File: src/rtl/convolution_procesor_bound_counter.sv
// Programmable index counter with a mode-selectable bound comparator.
// Advances the index by step_i on en_i and wraps to zero on a bound hit.
//
// Ports:
//   clk_i        system clock, rising edge
//   rst_n_i      synchronous active-low reset
//   start_i      latch limit_i, clear index, begin a run (IDLE only)
//   limit_i      bound, sampled when start is accepted
//   en_i         advance index by step_i this cycle (RUN only)
//   step_i       per-advance increment (0 holds the index)
//   count_o      current index
//   busy_o       high while running
//   done_o       one-cycle pulse after run completion
//   overshoot_o  sticky: the index went past the bound or out of range
//   runs_o       clean-run counter, present only with CONV_PROC_RUN_COUNTER_EN
//
// Optional macro: CONV_PROC_RUN_COUNTER_EN adds the saturating runs_o counter.
module convolution_procesor_bound_counter #(
    parameter int DATA_WIDTH = 13,
    parameter int STEP_WIDTH = 4,
    parameter int CMP_MODE   = 0
) (
    input  logic                  clk_i,
    input  logic                  rst_n_i,
    input  logic                  start_i,
    input  logic [DATA_WIDTH-1:0] limit_i,
    input  logic                  en_i,
    input  logic [STEP_WIDTH-1:0] step_i,
    output logic [DATA_WIDTH-1:0] count_o,
    output logic                  busy_o,
    output logic                  done_o,
    output logic                  overshoot_o
`ifdef CONV_PROC_RUN_COUNTER_EN
    ,
    output logic [15:0]           runs_o
`endif
);

    // Unknown modes fall back to greater-or-equal.
    localparam int MODE = (CMP_MODE == 1) ? 1 :
                          (CMP_MODE == 2) ? 2 : 0;

    typedef enum logic [1:0] {
        IDLE = 2'd0,
        RUN  = 2'd1,
        DONE = 2'd2
    } state_t;

    state_t                state_q, state_d;
    logic [DATA_WIDTH-1:0] count_q, count_d;
    logic [DATA_WIDTH-1:0] limit_q, limit_d;
    logic                  ovs_q, ovs_d;
    logic                  busy_q, done_q;

    // One extra bit so a step past the top of the range is visible.
    logic [DATA_WIDTH:0] next_w;
    logic [DATA_WIDTH:0] limit_w;
    logic                hit;
    logic                over;

    assign next_w  = {1'b0, count_q}
                   + {{(DATA_WIDTH + 1 - STEP_WIDTH){1'b0}}, step_i};
    assign limit_w = {1'b0, limit_q};

    always_comb begin
        hit = 1'b0;
        if (MODE == 1) begin
            hit = (next_w > limit_w);
        end else if (MODE == 2) begin
            hit = (next_w == limit_w);
        end else begin
            hit = (next_w >= limit_w);
        end
    end

    // In equality mode, stepping past the bound can never hit again.
    assign over = next_w[DATA_WIDTH]
                | ((MODE == 2) && (next_w > limit_w));

    always_comb begin
        state_d = state_q;
        count_d = count_q;
        limit_d = limit_q;
        ovs_d   = ovs_q;
        unique case (state_q)
            IDLE: begin
                if (start_i) begin
                    limit_d = limit_i;
                    count_d = '0;
                    ovs_d   = 1'b0;
                    // A zero bound is met immediately unless strictly greater.
                    if ((limit_i == '0) && (MODE != 1)) begin
                        state_d = DONE;
                    end else begin
                        state_d = RUN;
                    end
                end
            end
            RUN: begin
                if (en_i) begin
                    if (over) begin
                        count_d = '0;
                        ovs_d   = 1'b1;
                        state_d = DONE;
                    end else if (hit) begin
                        count_d = '0;
                        state_d = DONE;
                    end else begin
                        count_d = next_w[DATA_WIDTH-1:0];
                    end
                end
            end
            DONE: begin
                state_d = IDLE;
            end
            default: begin
                state_d = IDLE;
            end
        endcase
    end

    always_ff @(posedge clk_i) begin
        if (!rst_n_i) begin
            state_q <= IDLE;
            count_q <= '0;
            limit_q <= '0;
            ovs_q   <= 1'b0;
            busy_q  <= 1'b0;
            done_q  <= 1'b0;
        end else begin
            state_q <= state_d;
            count_q <= count_d;
            limit_q <= limit_d;
            ovs_q   <= ovs_d;
            busy_q  <= (state_d == RUN);
            done_q  <= (state_d == DONE);
        end
    end

    assign count_o     = count_q;
    assign busy_o      = busy_q;
    assign done_o      = done_q;
    assign overshoot_o = ovs_q;

`ifdef CONV_PROC_RUN_COUNTER_EN
    logic [15:0] runs_q;

    // Count in the DONE cycle, where overshoot already reflects this run.
    always_ff @(posedge clk_i) begin
        if (!rst_n_i) begin
            runs_q <= '0;
        end else if ((state_q == DONE) && !ovs_q
                     && (runs_q != 16'hFFFF)) begin
            runs_q <= runs_q + 16'd1;
        end
    end

    assign runs_o = runs_q;
`endif

endmodule

File: config.mk
export PLATFORM = sky130hd
export DESIGN_NAME = convolution_procesor_bound_counter
export DESIGN_NICKNAME = d
export VERILOG_FILES = /design/src/rtl/convolution_procesor_bound_counter.sv
export SDC_FILE = /design/constraint.sdc
export NUM_CORES = 1
export LEC_CHECK = 0
export BUFFER_PORTS_ARGS = -buffer_cell sky130_fd_sc_hd__buf_2
export CAP_MARGIN = 40
export CORE_UTILIZATION = 43
export DETAILED_ROUTE_END_ITERATION = 8
export GPL_ROUTABILITY_DRIVEN = 0
export PLACE_DENSITY = 0.65
export SYNTH_ARGS = -nofsm -noshare
export SYNTH_HDL_FRONTEND = slang
export SYNTH_SLANG_ARGS = --single-unit
File: constraint.sdc
create_clock -name clk_i -period 4.9 [get_ports clk_i]
set_clock_uncertainty 0.2 [all_clocks]
set_input_delay 0.735 -clock clk_i [delete_from_list [all_inputs] [get_ports clk_i]]
set_output_delay 0.735 -clock clk_i [all_outputs]
set_load 0.01 [all_outputs]
==> results of run 1 <==
[where the power goes]
group          switching [mW]  total (mW)  leakage (nW)  internal, mW
registers             0.00815       0.274         0.253         0.266
logic                  0.0768       0.123         0.646        0.0466
clock network          0.0949       0.223        0.0515         0.128
[cells by family after synthesis]
family / share of synthesized area, %
simple gates: 27.4
buf+inv: 7.20
mux: 0.524
flops: 32.5
fa+ha+maj: 12.2
xor+xnor: 4.58
compound gates: 15.6
[synthesized netlist by cell type]
master,number,area [µm²]
o21a_1,3,22.5
nand2b_1,1,6.26
fa_1,1,20.0
inv_1,18,67.6
o31ai_1,1,7.51
nand3_2,2,20.0
nor2_1,13,48.8
or2_2,1,6.26
a32oi_1,2,17.5
nor3_1,4,20.0
ha_1,17,213
nand4_1,7,43.8
o31ai_2,1,12.5
buf_6,1,11.3
clkbuf_1,9,33.8
nor4_1,2,12.5
a21oi_1,22,110
buf_2,2,10.0
a31oi_1,5,31.3
nand3_1,18,90.1
a221o_2,1,11.3
nor2b_1,3,18.8
dfxtp_1,31,621
and4_1,2,17.5
o31a_1,1,8.76
xnor2_1,9,78.8
a41oi_1,1,8.76
a21boi_0,1,7.51
buf_8,1,15.0
xor2_1,1,8.76
mux2i_1,1,10.0
and2_1,2,12.5
and3_1,8,50.1
o21ai_0,9,45.0
nand2_1,45,169
a21o_1,2,15.0
nand4b_1,1,8.76
[worst max-delay path by stage]
stage	slack, ps	startpoint	endpoint	cells past startpoint
after floorplan	1410	step_i[0]	count_o[0]$_SDFFE_PN0P_	16
after global placement	890	step_i[3]	busy_o$_SDFF_PN0_	12
after detailed placement	880	step_i[3]	busy_o$_SDFF_PN0_	13
after CTS	1190	step_i[3]	busy_o$_SDFF_PN0_	12
after global routing	980	step_i[3]	state_q[0]$_SDFF_PN0_	12
final	1140	step_i[3]	busy_o$_SDFF_PN0_	12
[sequential cells by signal, summed over array words and instances (netlist names)]
name         cells
count_o         13
limit_q         13
state_q          2
busy_o           1
done_o           1
overshoot_o      1
[layout make-up]
| cell class | count | area (µm²) | area share (%) |
|---|---|---|---|
| sequential | 31 | 621 | 28.3 |
| multi-input combinational | 187 | 1150 | 52.6 |
| tap | 50 | 62.6 | 2.86 |
| inverter | 18 | 67.6 | 3.08 |
| timing repair buffer | 37 | 188 | 8.57 |
| clock buffer | 8 | 100 | 4.57 |
[worst register-to-register path, stage by stage (launching register included)]
cell and delay (ps):
dfxtp_1 320, ha_1 340, and3_1 200, a221o_2 440, nand2_1 140, xnor2_1 160
ha_1 280, a21o_1 180, a41oi_1 200, and3_1 530, a21boi_0 200, o21ai_0 240
[layer usage]
metal  up-vias  track usage, %  share of wire [%]
li1        930               -                  -
met1       784            29.9                 53
met2        48            29.8                 42
met3         6            5.43                4.3
met4         0            6.25                1.4
met5         -               0                  0
[per-stage QoR]
step	power [mW]	instances	setup slack, ps
floorplan	0.367	249	1410
global placement	0.402	323	894
detailed placement	0.403	323	881
CTS	0.628	331	1190
global route	0.659	331	980
finish	0.621	331	1140
==> metrics.txt, run 1 <==
first-pass GRT wire length 7.13 mm; die area 0.00471 mm²; clock slew at reported path FFs 60 ps; Syn-to-layout area delta 14.7%; Final Cycle Share 76.7%; Worst Path Buf+Inv 1; via count 1768; worst skew pair latency 290 ps; Max IR drop VDD 0.190 mV; CTS tree yes; Top Ports 37; CTS Root Cell clkbuf_8; wirelength, routed 4.28 mm; # H-tree levels 2; post-synthesis sequential area ratio 32.5%; Hold Crit Start limit_q[11]$_SDFFE_PN0P_; yosys warns 0; Util after Layout 52.9%; Critical Path RT 4900 ps; Cell Pwr Density 283 mW/mm²; largest net degree at the start of global routing 23; die height 68.7 µm; max frequency 266 MHz; layout cell share with drive strength beyond 1 17.4%; Hold Crit Class reg2reg; max-cap viol count 0; R2R depth 11; initial antenna violation count 0; TNS Setup 0 ps; Reg-to-Reg Start count_o[3]$_SDFFE_PN0P_; Least-Margin Pin Slew 721 ps; die width 68.7 µm; mean area per synthesized cell 7.67 µm²; Slew Limit Fails 0; critical path type in2reg; RR Endpoint busy_o$_SDFF_PN0_; Tmin final 3760 ps; RSZ-0062 raised after global routing no; fin area 0.00219 mm²; fill count 443; hold path cells 2; Critical Path AT 3760 ps; starting density of the core 46.1%; Pre-Repair DR Iteration Count 4; DRC viols 0; CTS Hold Buffers Added 0; CP cell instances buf_2, ha_1, and3_1, a221o_2, nand2_1, xnor2_1, ha_1, a21o_1, a41oi_1, and3_1, a21boi_0, o21ai_0; Rel. slew slack 51.9%; synthesized area 0.00191 mm²; flop2flop setup slack 1380 ps; area of placed instances 0.00209 mm²; count of cell types in the netlist 37; syn_nets 288; fin nets 319; CP endpoint kind register; Iter 0 DRT Violations 166; Clock Sinks 31; Port Buf Inserts 36; CP delay by family, top compound AO/OA/AOI/OAI gates; Setup Viol. Count Final 0; synthesized flop and latch total 31; leakage 0.950 nW; antenna-violating nets left 0; HPWL Detailed 3.23 mm; number of setup buffers added after CTS 0; final hold viol count 0; Critical Path Slowest Stage Cell and3_1; routed vias/inst 5.34; gr ovfl total 0; most frequent cells in the layout 45 x nand2_1, 36 x buf_2, 31 x dfxtp_1; critical path peak fanout 15; commonest non-fill, non-tap cell in the layout nand2_1; # rows 23; post-CTS resize count 0; Worst Hold Slack 254 ps; Hold Path End limit_q[11]$_SDFFE_PN0P_; CP peak stage delay 530 ps; vias in the first global route 1502; WL/cell 12.9 µm; clk buf depth 2; Num CTS Buffers 5; diode count 0; GR Util All Layers 20.8%; Worst Setup Start Kind input pin; Core Region 0.00414 mm²; Cells after Synth 249; outcome finished clean
(Power assumes the default switching activity.)
==> inputs of run 2 (changes only) <==
==> constraint.sdc (replaced) <==
create_clock -name clk_i -period 3.85 [get_ports clk_i]
set_clock_uncertainty 0.2 [all_clocks]
set_input_delay 0.5775 -clock clk_i [delete_from_list [all_inputs] [get_ports clk_i]]
set_output_delay 0.5775 -clock clk_i [all_outputs]
set_load 0.01 [all_outputs]
==> run 2 against run 1 <==
Via count down 1.0%. Final area is 0.34% lower. Worst setup slack worse by 770 ps. Non-clock buffer count up 1. Combinational power up 28%. Sequential power up 27%. Count of clock-buffer cells in the layout shrank 2. First-iteration DRC count down 23%. Critical endpoint is now count_o[9]$_SDFFE_PN0P_.
==> metrics.txt, run 2 (synthesized netlist as in run 1, its figures left out) <==
outcome finished clean (unchanged); routed vias/inst 5.27 (was 5.34); Setup Viol. Count Final 0 (unchanged); initial antenna violation count 0 (unchanged); fin nets 320 (was 319); clock slew at reported path FFs 70 ps (was 60 ps); critical path type reg2reg (was in2reg); DRC viols 0 (unchanged); Least-Margin Pin Slew 709 ps (was 721 ps); # H-tree levels 2 (unchanged); Worst Hold Slack 255 ps (was 254 ps); # rows 23 (unchanged); HPWL Detailed 3.20 mm (was 3.23 mm); Num CTS Buffers 5 (unchanged); commonest non-fill, non-tap cell in the layout nand2_1 (unchanged); CTS tree yes (unchanged); Tmin final 3480 ps; first-pass GRT wire length 7.20 mm (was 7.13 mm); CP endpoint kind register (unchanged); final hold viol count 0 (unchanged); CTS Hold Buffers Added 0 (unchanged); max-cap viol count 0 (unchanged); TNS Setup 0 ps (unchanged); Critical Path AT 3500 ps (was 3760 ps); wirelength, routed 4.31 mm (was 4.28 mm); clk buf depth 2 (unchanged); power consumption 0.763 mW (was 0.621 mW); Rel. slew slack 52.7% (was 51.9%); Port Buf Inserts 36 (unchanged); Clock Sinks 31 (unchanged); starting density of the core 46.1% (unchanged); Top Ports 37 (unchanged); max frequency 287 MHz; layout cell share with drive strength beyond 1 17.7% (was 17.4%); Critical Path RT 3860 ps (was 4900 ps); largest net degree at the start of global routing 23 (unchanged); gr ovfl total 0 (unchanged); Slew Limit Fails 0 (unchanged); diode count 0 (unchanged); CTS Root Cell clkbuf_8 (unchanged); Pre-Repair DR Iteration Count 6 (was 4); vias in the first global route 1498 (was 1502); die width 68.7 µm (unchanged); leakage 0.944 nW (was 0.950 nW); Syn-to-layout area delta 14.3% (was 14.7%); fin area 0.00218 mm² (was 0.00219 mm²); die height 68.7 µm (unchanged); Max IR drop VDD 0.213 mV (was 0.190 mV); number of setup buffers added after CTS 0 (unchanged); Final Cycle Share 90.5%; Core Region 0.00414 mm² (unchanged); GR Util All Layers 21.0% (was 20.8%); antenna-violating nets left 0 (unchanged); critical path peak fanout 8 (was 15); Iter 0 DRT Violations 127 (was 166); most frequent cells in the layout 45 x nand2_1, 36 x buf_2, 31 x dfxtp_1 (unchanged); via count 1750 (was 1768); worst skew pair latency 290 ps (about the same); area of placed instances 0.00210 mm² (was 0.00209 mm²); WL/cell 13.0 µm (was 12.9 µm); post-CTS resize count 0 (unchanged); RSZ-0062 raised after global routing no (unchanged); Cell Pwr Density 349 mW/mm² (was 283 mW/mm²); Hold Crit Class reg2reg (unchanged); die area 0.00471 mm² (unchanged); Worst Setup Start Kind register (was input pin)
run 2: critical path: stages (launching register included):
cell and delay [ps]:
dfxtp_1 380, ha_1 180, inv_1 50, fa_1 400, nor2b_1 170, o31a_1 240, nand4_1 140, xnor2_1 280
ha_1 290, nand4_1 90, o21ai_0 90, nand2_1 60, and3_1 330, buf_4 220, nand4_1 110, a31oi_1 170
run 2: final timing paths:
| path | startpoint | to | slack [ps] | cells after the start |
|---|---|---|---|---|
| min | limit_q[7]$_SDFFE_PN0P_ | limit_q[7]$_SDFFE_PN0P_ | 250 | 2 |
| max | count_o[0]$_SDFFE_PN0P_ | count_o[9]$_SDFFE_PN0P_ | 370 | 15 |
| min reg2reg | limit_q[7]$_SDFFE_PN0P_ | limit_q[7]$_SDFFE_PN0P_ | 250 | 2 |
| max reg2reg | count_o[0]$_SDFFE_PN0P_ | count_o[9]$_SDFFE_PN0P_ | 370 | 15 |
run 2: final cells by class:
type | count | area, µm²
Clock inverter | 2 | 12.5
Tap cell | 50 | 62.6
Fill cell | 431 | 1960
Timing Repair Buffer | 38 | 195
Multi-Input combinational cell | 187 | 1150
Sequential cell | 31 | 621
Clock buffer | 6 | 72.6
Inverter | 18 | 67.6
run 2: stage by stage:
stage	instances	utilization [%]	worst slack, ps
floorplan	249	-	516
detailed placement	324	50.6	113
finish	332	52.7	367
global placement	324	50.6	181
global route	332	52.7	36.2
CTS	332	52.7	364
run 2: power by group:
part           total (mW)  switching (mW)  internal, mW
clock               0.256           0.130         0.126
sequential          0.349          0.0105         0.339
combinational       0.158          0.0982        0.0596
total               0.763           0.238         0.525
run 2: metal layers:
metal	GRT usage [%]	share of wire, %
met5	0	0
met4	7.03	1.2
met3	4.93	4.9
met2	30.8	43
met1	29.8	51
==> inputs of run 3 (changes only) <==
--- a/config.mk
+++ b/config.mk
@@ -7,6 +7,7 @@
 export LEC_CHECK = 0
 export BUFFER_PORTS_ARGS = -buffer_cell sky130_fd_sc_hd__buf_2
 export CAP_MARGIN = 40
+export CORE_MARGIN = 2
 export CORE_UTILIZATION = 43
 export DETAILED_ROUTE_END_ITERATION = 8
 export GPL_ROUTABILITY_DRIVEN = 0
==> run 3 against run 2 <==
Final area grew 0.57%. Sequential cell count is the same. Worst setup slack gained 17 ps. Sequential power is essentially flat. Critical endpoint is now count_o[10]$_SDFFE_PN0P_.
==> metrics.txt, run 3 (synthesized netlist as in run 1, its figures left out) <==
Critical Path AT 3480 ps (was 3500 ps); most frequent cells in the layout 45 x nand2_1, 36 x buf_2, 31 x dfxtp_1 (unchanged); CP endpoint kind register (unchanged); number of setup buffers added after CTS 0 (unchanged); Slew Limit Fails 0 (unchanged); gr ovfl total 0 (unchanged); outcome finished clean (unchanged); clk buf depth 2 (unchanged); HPWL Detailed 3.26 mm (was 3.20 mm); worst skew pair latency 290 ps (about the same); Top Ports 37 (unchanged); fin nets 321 (was 320); routed vias/inst 5.34 (was 5.27); max frequency 289 MHz (was 287 MHz); diode count 0 (unchanged); CTS Hold Buffers Added 0 (unchanged); Num CTS Buffers 5 (unchanged); fill count 453 (was 431); max-cap viol count 0 (unchanged); FF+latch area 621 µm² (unchanged); Iter 0 DRT Violations 146 (was 127); Hold Crit Class reg2reg (unchanged); power consumption 0.774 mW (was 0.763 mW); layout cell share with drive strength beyond 1 18.1% (was 17.7%); Clock Sinks 31 (unchanged); die width 70.7 µm (was 68.7 µm); TNS Setup 0 ps (unchanged); critical path type reg2reg (unchanged); # H-tree levels 2 (unchanged); Least-Margin Pin Slew 741 ps (was 709 ps); clock slew at reported path FFs 70 ps (about the same); WL/cell 12.9 µm (was 13.0 µm); Setup Viol. Count Final 0 (unchanged); RSZ-0062 raised after global routing no (unchanged); Critical Path RT 3860 ps (about the same); Core Region 0.00432 mm² (was 0.00414 mm²); Syn-to-layout area delta 14.9% (was 14.3%); CTS Root Cell clkbuf_8 (unchanged); vias in the first global route 1641 (was 1498); CTS tree yes (unchanged); via count 1782 (was 1750); Rel. slew slack 50.5% (was 52.7%); critical path peak fanout 8 (unchanged); leakage 0.954 nW (was 0.944 nW); DRC viols 0 (unchanged); antenna-violating nets left 0 (unchanged); Multi-input gate area 0.00115 mm² (unchanged); pre-CTS setup slack 154 ps (was 113 ps); Tmin final 3470 ps (was 3480 ps); die height 70.7 µm (was 68.7 µm); starting density of the core 44.2% (was 46.1%); Pre-Repair DR Iteration Count 4 (was 6); final hold viol count 0 (unchanged); die area 0.00499 mm² (was 0.00471 mm²); Final Cycle Share 90.0% (was 90.5%); # rows 24 (was 23); Port Buf Inserts 36 (unchanged); GR Util All Layers 18.8% (was 21.0%); commonest non-fill, non-tap cell in the layout nand2_1 (unchanged); wirelength, routed 4.32 mm (was 4.31 mm); initial antenna violation count 0 (unchanged); Max IR drop VDD 0.210 mV (was 0.213 mV); final worst slack 384 ps (was 367 ps); Worst Setup Start Kind register (unchanged); Util after Layout 50.8% (was 52.7%); Cell Pwr Density 353 mW/mm² (was 349 mW/mm²); first-pass GRT wire length 7.51 mm (was 7.20 mm); post-CTS resize count 0 (unchanged); largest net degree at the start of global routing 23 (unchanged)
==> run 3: path summary, 6_finish.rpt <==
path / start / endpoint / slack (ps) / cells past startpoint
min reg2reg: limit_q[1]$_SDFFE_PN0P_ / limit_q[1]$_SDFFE_PN0P_ / 250 / 2
max reg2reg: count_o[0]$_SDFFE_PN0P_ / count_o[10]$_SDFFE_PN0P_ / 380 / 15
min: limit_q[1]$_SDFFE_PN0P_ / limit_q[1]$_SDFFE_PN0P_ / 250 / 2
max: count_o[0]$_SDFFE_PN0P_ / count_o[10]$_SDFFE_PN0P_ / 380 / 15
==> run 3: final cells by class <==
type | instances | share of cell area (%)
Inverter | 18 | 3.08
Clock buffer | 6 | 3.76
Timing Repair Buffer | 39 | 9.23
Multi-Input combinational cell | 187 | 52.5
Sequential cell | 31 | 28.3
Tap cell | 52 | 2.96
Clock inverter | 1 | 0.228
==> run 3: metrics by stage <==
stage          instances  area, µm²  hold WS [ps]
5_1_grt              334       2200           281
6_report             334       2200           254
3_3_place_gp         327       2110           245
2_1_floorplan        249       1910           236
4_1_cts              334       2200           257
3_5_place_dp         327       2110           248
==> run 3: layer usage <==
| metal | track usage [%] | up-vias | routed length, µm |
|---|---|---|---|
| met5 | 0 | - | 0 |
| met4 | 6.71 | 0 | 78 |
| met3 | 5.27 | 10 | 227 |
| met1 | 24.9 | 795 | 2160 |
| met2 | 29.6 | 48 | 1860 |
| li1 | - | 929 | - |
==> run 3: worst max-delay path: stages (launching register included) <==
cell	delay (ps)
dfxtp_1	360
ha_1	180
inv_1	50
fa_1	410
nor2b_1	160
o31a_1	240
nand4_1	140
xnor2_1	280
ha_1	290
nand4_1	100
o21ai_0	100
nand2_1	70
and3_1	330
buf_4	220
nand4_1	100
a31oi_1	160
==> run 3: power by group <==
part           total [mW]  internal, mW  leakage [nW]  switching (mW)
Clock               0.265         0.140        0.0470           0.124
Combinational       0.161        0.0626         0.655          0.0981
Sequential          0.349         0.339         0.253          0.0103
